**src/rtl/ahb_mgr_pkg.sv**
```systemverilog
// Shared types for the AHB-Lite USB endpoint manager: transfer encodings,
// manager FSM states and the captured request record.
package ahb_mgr_pkg;

    localparam int AHB_ADDR_W = 4;
    localparam int AHB_DATA_W = 32;

    typedef enum logic [1:0] {
        HTRANS_IDLE   = 2'd0,
        HTRANS_BUSY   = 2'd1,
        HTRANS_NONSEQ = 2'd2,
        HTRANS_SEQ    = 2'd3
    } htrans_t;

    localparam logic [2:0] HSIZE_BYTE    = 3'd0;
    localparam logic [2:0] HSIZE_HALF    = 3'd1;
    localparam logic [2:0] HSIZE_WORD    = 3'd2;
    localparam logic [2:0] HBURST_SINGLE = 3'd0;

    typedef enum logic [2:0] {
        MGR_IDLE      = 3'd0,
        MGR_ADDR      = 3'd1,
        MGR_ADDR_DATA = 3'd2,
        MGR_DATA      = 3'd3,
        MGR_ERR2      = 3'd4
    } mgr_state_t;

    typedef struct packed {
        logic                  write;
        logic [AHB_ADDR_W-1:0] addr;
        logic [1:0]            size;
        logic [AHB_DATA_W-1:0] wdata;
    } req_t;

    function automatic logic state_has_addr(input mgr_state_t s);
        return (s == MGR_ADDR) || (s == MGR_ADDR_DATA);
    endfunction

    function automatic logic state_has_data(input mgr_state_t s);
        return (s == MGR_ADDR_DATA) || (s == MGR_DATA) || (s == MGR_ERR2);
    endfunction

    function automatic logic [2:0] to_hsize(input logic [1:0] size);
        case (size)
            2'd0:    return HSIZE_BYTE;
            2'd1:    return HSIZE_HALF;
            2'd2:    return HSIZE_WORD;
            default: return {1'b0, size};
        endcase
    endfunction

endpackage

```
**src/rtl/ahb_mgr_resp_queue.sv**
```systemverilog
// Two-entry in-order response queue: the output register plus one holding
// slot, so an errored transfer and its cancelled follower issue back to back.
module ahb_mgr_resp_queue #(
    parameter int DATA_W = 32
) (
    input  logic              clk,
    input  logic              rst,
    input  logic              push_valid,
    input  logic              push_error,
    input  logic [DATA_W-1:0] push_rdata,
    input  logic              push2_valid,
    output logic              rsp_valid,
    output logic              rsp_error,
    output logic [DATA_W-1:0] rsp_rdata
);

    logic              held_valid_r;
    logic              held_error_r;
    logic [DATA_W-1:0] held_rdata_r;
    logic              rsp_valid_r;
    logic              rsp_error_r;
    logic [DATA_W-1:0] rsp_rdata_r;

    // Oldest entry goes out first; the second push (always an error) waits a cycle.
    always_ff @(posedge clk or posedge rst) begin
        if (rst) begin
            held_valid_r <= 1'b0;
            held_error_r <= 1'b0;
            held_rdata_r <= {DATA_W{1'b0}};
            rsp_valid_r  <= 1'b0;
            rsp_error_r  <= 1'b0;
            rsp_rdata_r  <= {DATA_W{1'b0}};
        end else if (held_valid_r) begin
            rsp_valid_r  <= 1'b1;
            rsp_error_r  <= held_error_r;
            rsp_rdata_r  <= held_rdata_r;
            held_valid_r <= push_valid;
            held_error_r <= push_error;
            held_rdata_r <= push_rdata;
        end else begin
            rsp_valid_r  <= push_valid;
            rsp_error_r  <= push_error;
            rsp_rdata_r  <= push_rdata;
            held_valid_r <= push2_valid;
            held_error_r <= 1'b1;
            held_rdata_r <= {DATA_W{1'b0}};
        end
    end

    assign rsp_valid = rsp_valid_r;
    assign rsp_error = rsp_error_r;
    assign rsp_rdata = rsp_rdata_r;

endmodule

```
**src/rtl/ahb_lite_usb_manager.sv**
```systemverilog
// AHB-Lite single-transfer manager for the USB endpoint subordinate port.
// Optional hready-stall abort is enabled by defining AHB_MGR_TIMEOUT_EN.
module ahb_lite_usb_manager
    import ahb_mgr_pkg::*;
#(
    parameter int ADDR_W         = AHB_ADDR_W,
    parameter int DATA_W         = AHB_DATA_W,
    parameter int TIMEOUT_CYCLES = 64
) (
    input  logic              clk,
    input  logic              rst,
    input  logic              req_valid,
    output logic              req_ready,
    input  logic              req_write,
    input  logic [ADDR_W-1:0] req_addr,
    input  logic [1:0]        req_size,
    input  logic [DATA_W-1:0] req_wdata,
    output logic              rsp_valid,
    output logic [DATA_W-1:0] rsp_rdata,
    output logic              rsp_error,
    output logic              hsel,
    output logic [ADDR_W-1:0] haddr,
    output logic [1:0]        htrans,
    output logic [2:0]        hsize,
    output logic              hwrite,
    output logic [DATA_W-1:0] hwdata,
    output logic [2:0]        hburst,
    input  logic [DATA_W-1:0] hrdata,
    input  logic              hresp,
    input  logic              hready
);

    mgr_state_t        state_r;
    logic              cancel_r;
    req_t              pend_r;
    logic              hsel_r;
    htrans_t           htrans_r;
    logic [DATA_W-1:0] hwdata_r;
    logic              d_write_r;

    req_t              req_s;
    logic              a_s;
    logic              d_s;
    logic              req_ready_s;
    logic              accept_s;
    logic              err1_s;
    logic              drop_addr_s;
    logic              tmo_hit_s;
    logic              push_valid_s;
    logic              push_error_s;
    logic [DATA_W-1:0] push_rdata_s;
    logic              push2_valid_s;

    assign a_s         = state_has_addr(state_r);
    assign d_s         = state_has_data(state_r);
    assign req_ready_s = !rst && ((state_r == MGR_IDLE) || (a_s && hready && !hresp));
    assign accept_s    = req_valid && req_ready_s;
    // First error cycle only counts for a live data phase, not while in ERR2.
    assign err1_s      = d_s && (state_r != MGR_ERR2) && hresp && !hready;
    assign drop_addr_s = a_s && (hready || err1_s || tmo_hit_s);

    assign req_s.write = req_write;
    assign req_s.addr  = AHB_ADDR_W'(req_addr);
    assign req_s.size  = req_size;
    assign req_s.wdata = AHB_DATA_W'(req_wdata);

`ifdef AHB_MGR_TIMEOUT_EN
    localparam int TMO_W = $clog2(TIMEOUT_CYCLES + 1);
    logic [TMO_W-1:0] tmo_cnt_r;

    // Counts consecutive stalled cycles while any transfer is in flight.
    always_ff @(posedge clk or posedge rst) begin
        if (rst) begin
            tmo_cnt_r <= {TMO_W{1'b0}};
        end else if (hready || tmo_hit_s || !(a_s || d_s)) begin
            tmo_cnt_r <= {TMO_W{1'b0}};
        end else begin
            tmo_cnt_r <= tmo_cnt_r + TMO_W'(1);
        end
    end

    assign tmo_hit_s = !hready && (a_s || d_s) && (tmo_cnt_r == TMO_W'(TIMEOUT_CYCLES - 1));
`else
    // The stall limit has no effect here; the manager waits for hready forever.
    assign tmo_hit_s = (TIMEOUT_CYCLES < 0);
`endif

    // Responses to enqueue this cycle, oldest transfer first.
    always_comb begin
        push_valid_s  = 1'b0;
        push_error_s  = 1'b0;
        push_rdata_s  = {DATA_W{1'b0}};
        push2_valid_s = 1'b0;
        if (tmo_hit_s) begin
            push_valid_s  = a_s || d_s;
            push_error_s  = 1'b1;
            push2_valid_s = a_s && d_s;
        end else if (state_r == MGR_ERR2) begin
            if (hready) begin
                push_valid_s  = 1'b1;
                push_error_s  = 1'b1;
                push2_valid_s = cancel_r;
            end else begin
                push_valid_s  = 1'b0;
            end
        end else if (((state_r == MGR_ADDR_DATA) || (state_r == MGR_DATA)) && hready) begin
            push_valid_s = 1'b1;
            push_error_s = hresp;
            push_rdata_s = (d_write_r || hresp) ? {DATA_W{1'b0}} : hrdata;
        end else begin
            push_valid_s = 1'b0;
        end
    end

    // Pipeline FSM: state encodes the address/data phase flags.
    always_ff @(posedge clk or posedge rst) begin
        if (rst) begin
            state_r  <= MGR_IDLE;
            cancel_r <= 1'b0;
        end else if (tmo_hit_s) begin
            state_r  <= MGR_IDLE;
            cancel_r <= 1'b0;
        end else begin
            case (state_r)
                MGR_IDLE: begin
                    state_r <= accept_s ? MGR_ADDR : MGR_IDLE;
                end
                MGR_ADDR: begin
                    if (hready) begin
                        state_r <= accept_s ? MGR_ADDR_DATA : MGR_DATA;
                    end
                end
                MGR_ADDR_DATA: begin
                    if (err1_s) begin
                        state_r  <= MGR_ERR2;
                        cancel_r <= 1'b1;
                    end else if (hready) begin
                        state_r <= accept_s ? MGR_ADDR_DATA : MGR_DATA;
                    end
                end
                MGR_DATA: begin
                    if (err1_s) begin
                        state_r  <= MGR_ERR2;
                        cancel_r <= 1'b0;
                    end else if (hready) begin
                        state_r <= MGR_IDLE;
                    end
                end
                MGR_ERR2: begin
                    if (hready) begin
                        state_r  <= MGR_IDLE;
                        cancel_r <= 1'b0;
                    end
                end
                default: begin
                    state_r  <= MGR_IDLE;
                    cancel_r <= 1'b0;
                end
            endcase
        end
    end

    // Address-phase outputs; they hold through wait states.
    always_ff @(posedge clk or posedge rst) begin
        if (rst) begin
            hsel_r   <= 1'b0;
            htrans_r <= HTRANS_IDLE;
            pend_r   <= '{default: 1'b0};
        end else if (accept_s) begin
            hsel_r   <= 1'b1;
            htrans_r <= HTRANS_NONSEQ;
            pend_r   <= req_s;
        end else if (drop_addr_s) begin
            hsel_r   <= 1'b0;
            htrans_r <= HTRANS_IDLE;
        end
    end

    // Data-phase write data follows the address phase that just completed.
    always_ff @(posedge clk or posedge rst) begin
        if (rst) begin
            hwdata_r  <= {DATA_W{1'b0}};
            d_write_r <= 1'b0;
        end else if (a_s && hready) begin
            hwdata_r  <= DATA_W'(pend_r.wdata);
            d_write_r <= pend_r.write;
        end
    end

    ahb_mgr_resp_queue #(
        .DATA_W (DATA_W)
    ) u_resp_queue (
        .clk         (clk),
        .rst         (rst),
        .push_valid  (push_valid_s),
        .push_error  (push_error_s),
        .push_rdata  (push_rdata_s),
        .push2_valid (push2_valid_s),
        .rsp_valid   (rsp_valid),
        .rsp_error   (rsp_error),
        .rsp_rdata   (rsp_rdata)
    );

    assign req_ready = req_ready_s;
    assign hsel      = hsel_r;
    assign htrans    = htrans_r;
    assign haddr     = ADDR_W'(pend_r.addr);
    assign hsize     = to_hsize(pend_r.size);
    assign hwrite    = pend_r.write;
    assign hwdata    = hwdata_r;
    assign hburst    = HBURST_SINGLE;

endmodule

```
**config.mk**
```make
export PLATFORM = sky130hd
export DESIGN_NAME = ahb_lite_usb_manager
export DESIGN_NICKNAME = d
export VERILOG_FILES = /design/src/rtl/ahb_mgr_pkg.sv /design/src/rtl/ahb_mgr_resp_queue.sv /design/src/rtl/ahb_lite_usb_manager.sv
export SDC_FILE = /design/constraint.sdc
export NUM_CORES = 1
export LEC_CHECK = 0
export ABC_AREA = 1
export BUFFER_PORTS_ARGS = -buffer_cell sky130_fd_sc_hd__clkbuf_2
export CAP_MARGIN = 20
export CORE_ASPECT_RATIO = 0.8
export CORE_UTILIZATION = 35
export DETAILED_ROUTE_END_ITERATION = 7
export PLACE_DENSITY = 0.62
export SYNTH_ARGS = -nofsm -noshare
export SYNTH_HDL_FRONTEND = slang
export SYNTH_HIERARCHICAL = 1
export SYNTH_SLANG_ARGS = --single-unit
```
**constraint.sdc**
```tcl
create_clock -name clk -period 2.1 [get_ports clk]
set_input_delay 0.105 -clock clk [delete_from_list [all_inputs] [get_ports clk]]
set_output_delay 0.105 -clock clk [all_outputs]
set_load 0.03 [all_outputs]
```
==> results.tsv <==
metric	value	unit
die-area	17600	µm²
dieWidth	148	µm
register_area	3630	µm²
n_fill_cell	1573	
endpoint_kind	output port	
multiInputGateArea	1850	µm²
synth_seq_cells	145	
p_comb_frac	0.298	
p_int	6620	µW
grt_max_degree	69	
mappedNetlistArea	5990	µm²
synth_warnings	6	
wl_met2	5900	µm
setup_viol	0	
firstDrtPassIters	4	
worstPathArrival	1.85	ns
critPathKind	flip-flop to output port	
syn_to_final_growth	30.7	%
max_freq	513	MHz
r2r_slack	0.25	ns
avgSynthCellArea	10.0	µm²
seq_area_frac_synth	0.606	
start_util	0.359	
cts_setup_buffers	0	
cts_tree	built	
dpl-instance-area	6800	µm²
status	finished clean	
hold_viol	0	
utilization	0.470	
wl_met3	1010	µm
p_sw	3640	µW
boundaryPins	157	
grt.total_usage	0.161	
reg2reg_depth	8	
postRouteAntennaNets	0	
critPathCapture	req_ready	
synth_top_family_by_area	simple AND/OR/NAND/NOR gates	
clkSlewWorstSetupHoldPaths	0.07	ns
synth_edf_count	0	
remaining_drc_errors	0	
io_buffers	151	
diodes	0	
finalClockSkew	0.00691	ns
p_leak	0.00437	µW
grt_pass1_vias	4329	
p_per_area	1310	nW/µm²
grt_pass1_wl	22000	µm
final_area	7830	µm²
gp_congestion	0.807	
post_synth_inst_count	597	
synth-adder-area-share	0	
cp_max_fo	9	
max-vdd-ir-drop	0.844	mV
rows	42	
rsz0062_at_grt	false	
maxCapViolCount	0	
hpwl	8310	µm
r2r-end	haddr[1]$_DFFE_PP0P_	
synth_cell_types	25	
slew_violations	0	
required	2.00	ns
coreArea	16700	µm²
topRoutingLayerUsed	met4	
cts_made_buffers	17	
synthMuxAreaShare	0.0602	
swShare	0.355	
post-route-min-period	1.95	ns
root_buffer	clkbuf_16	
wl	13600	µm
cts_buffer_depth	2	
async_flop_share	1.00	
drive_gt1_frac	0.302	
synth_compound_area_frac	0.00815	
finalCritPeriodShare	0.929	
fp.dieH	119	µm
htree_levels	4	
finalSetupTns	0	ns
vias	4480	
cp-start-kind	flip-flop	
post_cts_resized	0	
worst_pin_slew	0.740	ns
synthFlopType	dfrtp_1	
slew_headroom	0.507	
hp-class	input port to flip-flop	
drt_iter0_drc	210	
rr_startpoint	state_r[0]$_DFF_PP0_	
overflow	0	
synth_xor_area_frac	0	
cts.sinks	145	
m1WireLength	6570	µm
seqPwrFrac	0.386	
yosys.area_share.simple	0.237	
wl_per_cell	13.5	µm
viasPerCell	4.45	
power_frac_clock	0.316	
antenna_found_initial	0	
final_nets	850	
crit_start	state_r[0]$_DFF_PP0_	
clk_latency	0.41	ns
cts_hold_repair.buffers	40	
[area by class of cell]
cell class | count | share of cell area
sequential | 145 | 0.464
multi-input combinational | 363 | 0.236
timing repair buffer | 201 | 0.162
clock buffer | 17 | 0.0543
tap | 220 | 0.0352
clock inverter | 15 | 0.0262
inverter | 46 | 0.0225
[worst max-delay path, stage by stage, from the launching register on]
cell and delay (ns):
dfrtp_1 0.43, inv_1 0.13, nand3_2 0.09, nand2_2 0.13
nand3_4 0.09, a21oi_4 0.30, clkbuf_2 0.27
[layer usage]
metal,up-vias,global-route usage
li1,2203,-
met1,2122,0.219
met2,148,0.238
met3,7,0.0621
met4,0,0.0425
met5,-,0
[power by group through the flow]
stage	Combinational, µW	Sequential, µW	Clock, µW
2_1_floorplan	1730	4550	0
3_3_place_gp	2990	3990	0
3_5_place_dp	3030	4000	0
4_1_cts	3090	3960	3330
5_1_grt	3330	4050	3460
6_report	3060	3960	3240
[worst min path at each step]
| stage | slack [ns] | depth (start not counted) | to | start |
|---|---|---|---|---|
| 2_1_floorplan | 0.25 | 2 | pend_r[25]$_DFFE_PP0P_ | req_wdata[25] |
| 3_3_place_gp | 0.29 | 3 | hwrite$_DFFE_PP0P_ | rst |
| 3_5_place_dp | 0.28 | 3 | state_r[0]$_DFF_PP0_ | rst |
| 4_1_cts | 0.004 | 4 | u_resp_queue/held_rdata_r[8]$_DFF_PP0_ | hrdata[8] |
| 5_1_grt | 0.005 | 4 | u_resp_queue/held_rdata_r[6]$_DFF_PP0_ | hrdata[6] |
| 6_report | 0.02 | 4 | u_resp_queue/held_rdata_r[8]$_DFF_PP0_ | hrdata[8] |
[state kept, by name, summed over array words and instances (netlist names)]
register / flops
u_resp_queue/held_rdata_r: 32
htrans: 1
u_resp_queue/rsp_rdata: 32
pend_r: 34
state_r: 3
u_resp_queue/held_valid_r: 1
d_write_r: 1
u_resp_queue/rsp_valid: 1
haddr: 4
u_resp_queue/rsp_error: 1
cancel_r: 1
hwdata: 32
hwrite: 1
u_resp_queue/held_error_r: 1
[synth_stat cells, types with 4 or more instances]
| library cell | instances | area share |
|---|---|---|
| nor3b_1 | 32 | 0.040 |
| buf_6 | 16 | 0.030 |
| buf_2 | 4 | 0.0033 |
| clkbuf_1 | 11 | 0.0069 |
| nand2_1 | 228 | 0.14 |
| dfrtp_1 | 145 | 0.61 |
| inv_1 | 43 | 0.027 |
| nor2_1 | 5 | 0.0031 |
| buf_4 | 14 | 0.018 |
| nand3_1 | 42 | 0.035 |
| mux2_2 | 32 | 0.060 |
[per-stage QoR]
step / cells / hold slack, ns / power [µW] / worst slack, ns
floorplan: 601 / 0.250 / 6280 / 0.283
global placement: 935 / 0.290 / 6980 / 0.283
detailed placement: 935 / 0.284 / 7030 / 0.254
CTS: 1007 / 0.00377 / 10400 / 0.130
global route: 1007 / 0.00531 / 10800 / 0.0267
finish: 1007 / 0.0246 / 10300 / 0.150
[cells by family (layout without fill, tap and decap cells)]
logic type / after synthesis / in the layout
AO/OA/AOI/OAI: 7 / 7
other: 1 / 5
buffers and inverters: 93 / 279
multiplexers: 32 / 32
AND/OR/NAND/NOR: 319 / 319
flip-flops: 145 / 145
[layout by cell type, fill, tap and decap left out, types with 3 or more instances in the layout]
master,instances
a21oi_1,3
buf_12,3
buf_4,7
bufinv_16,4
clkbuf_16,17
clkbuf_2,151
clkinvlp_4,4
conb_1,5
dfrtp_1,144
dlygate4sd3_1,40
inv_1,41
inv_2,4
inv_6,4
mux2_2,32
nand2_1,228
nand3_1,42
nor2_1,5
nor3_1,3
nor3b_1,32
Note: power is estimated with default switching activity, not from simulation.
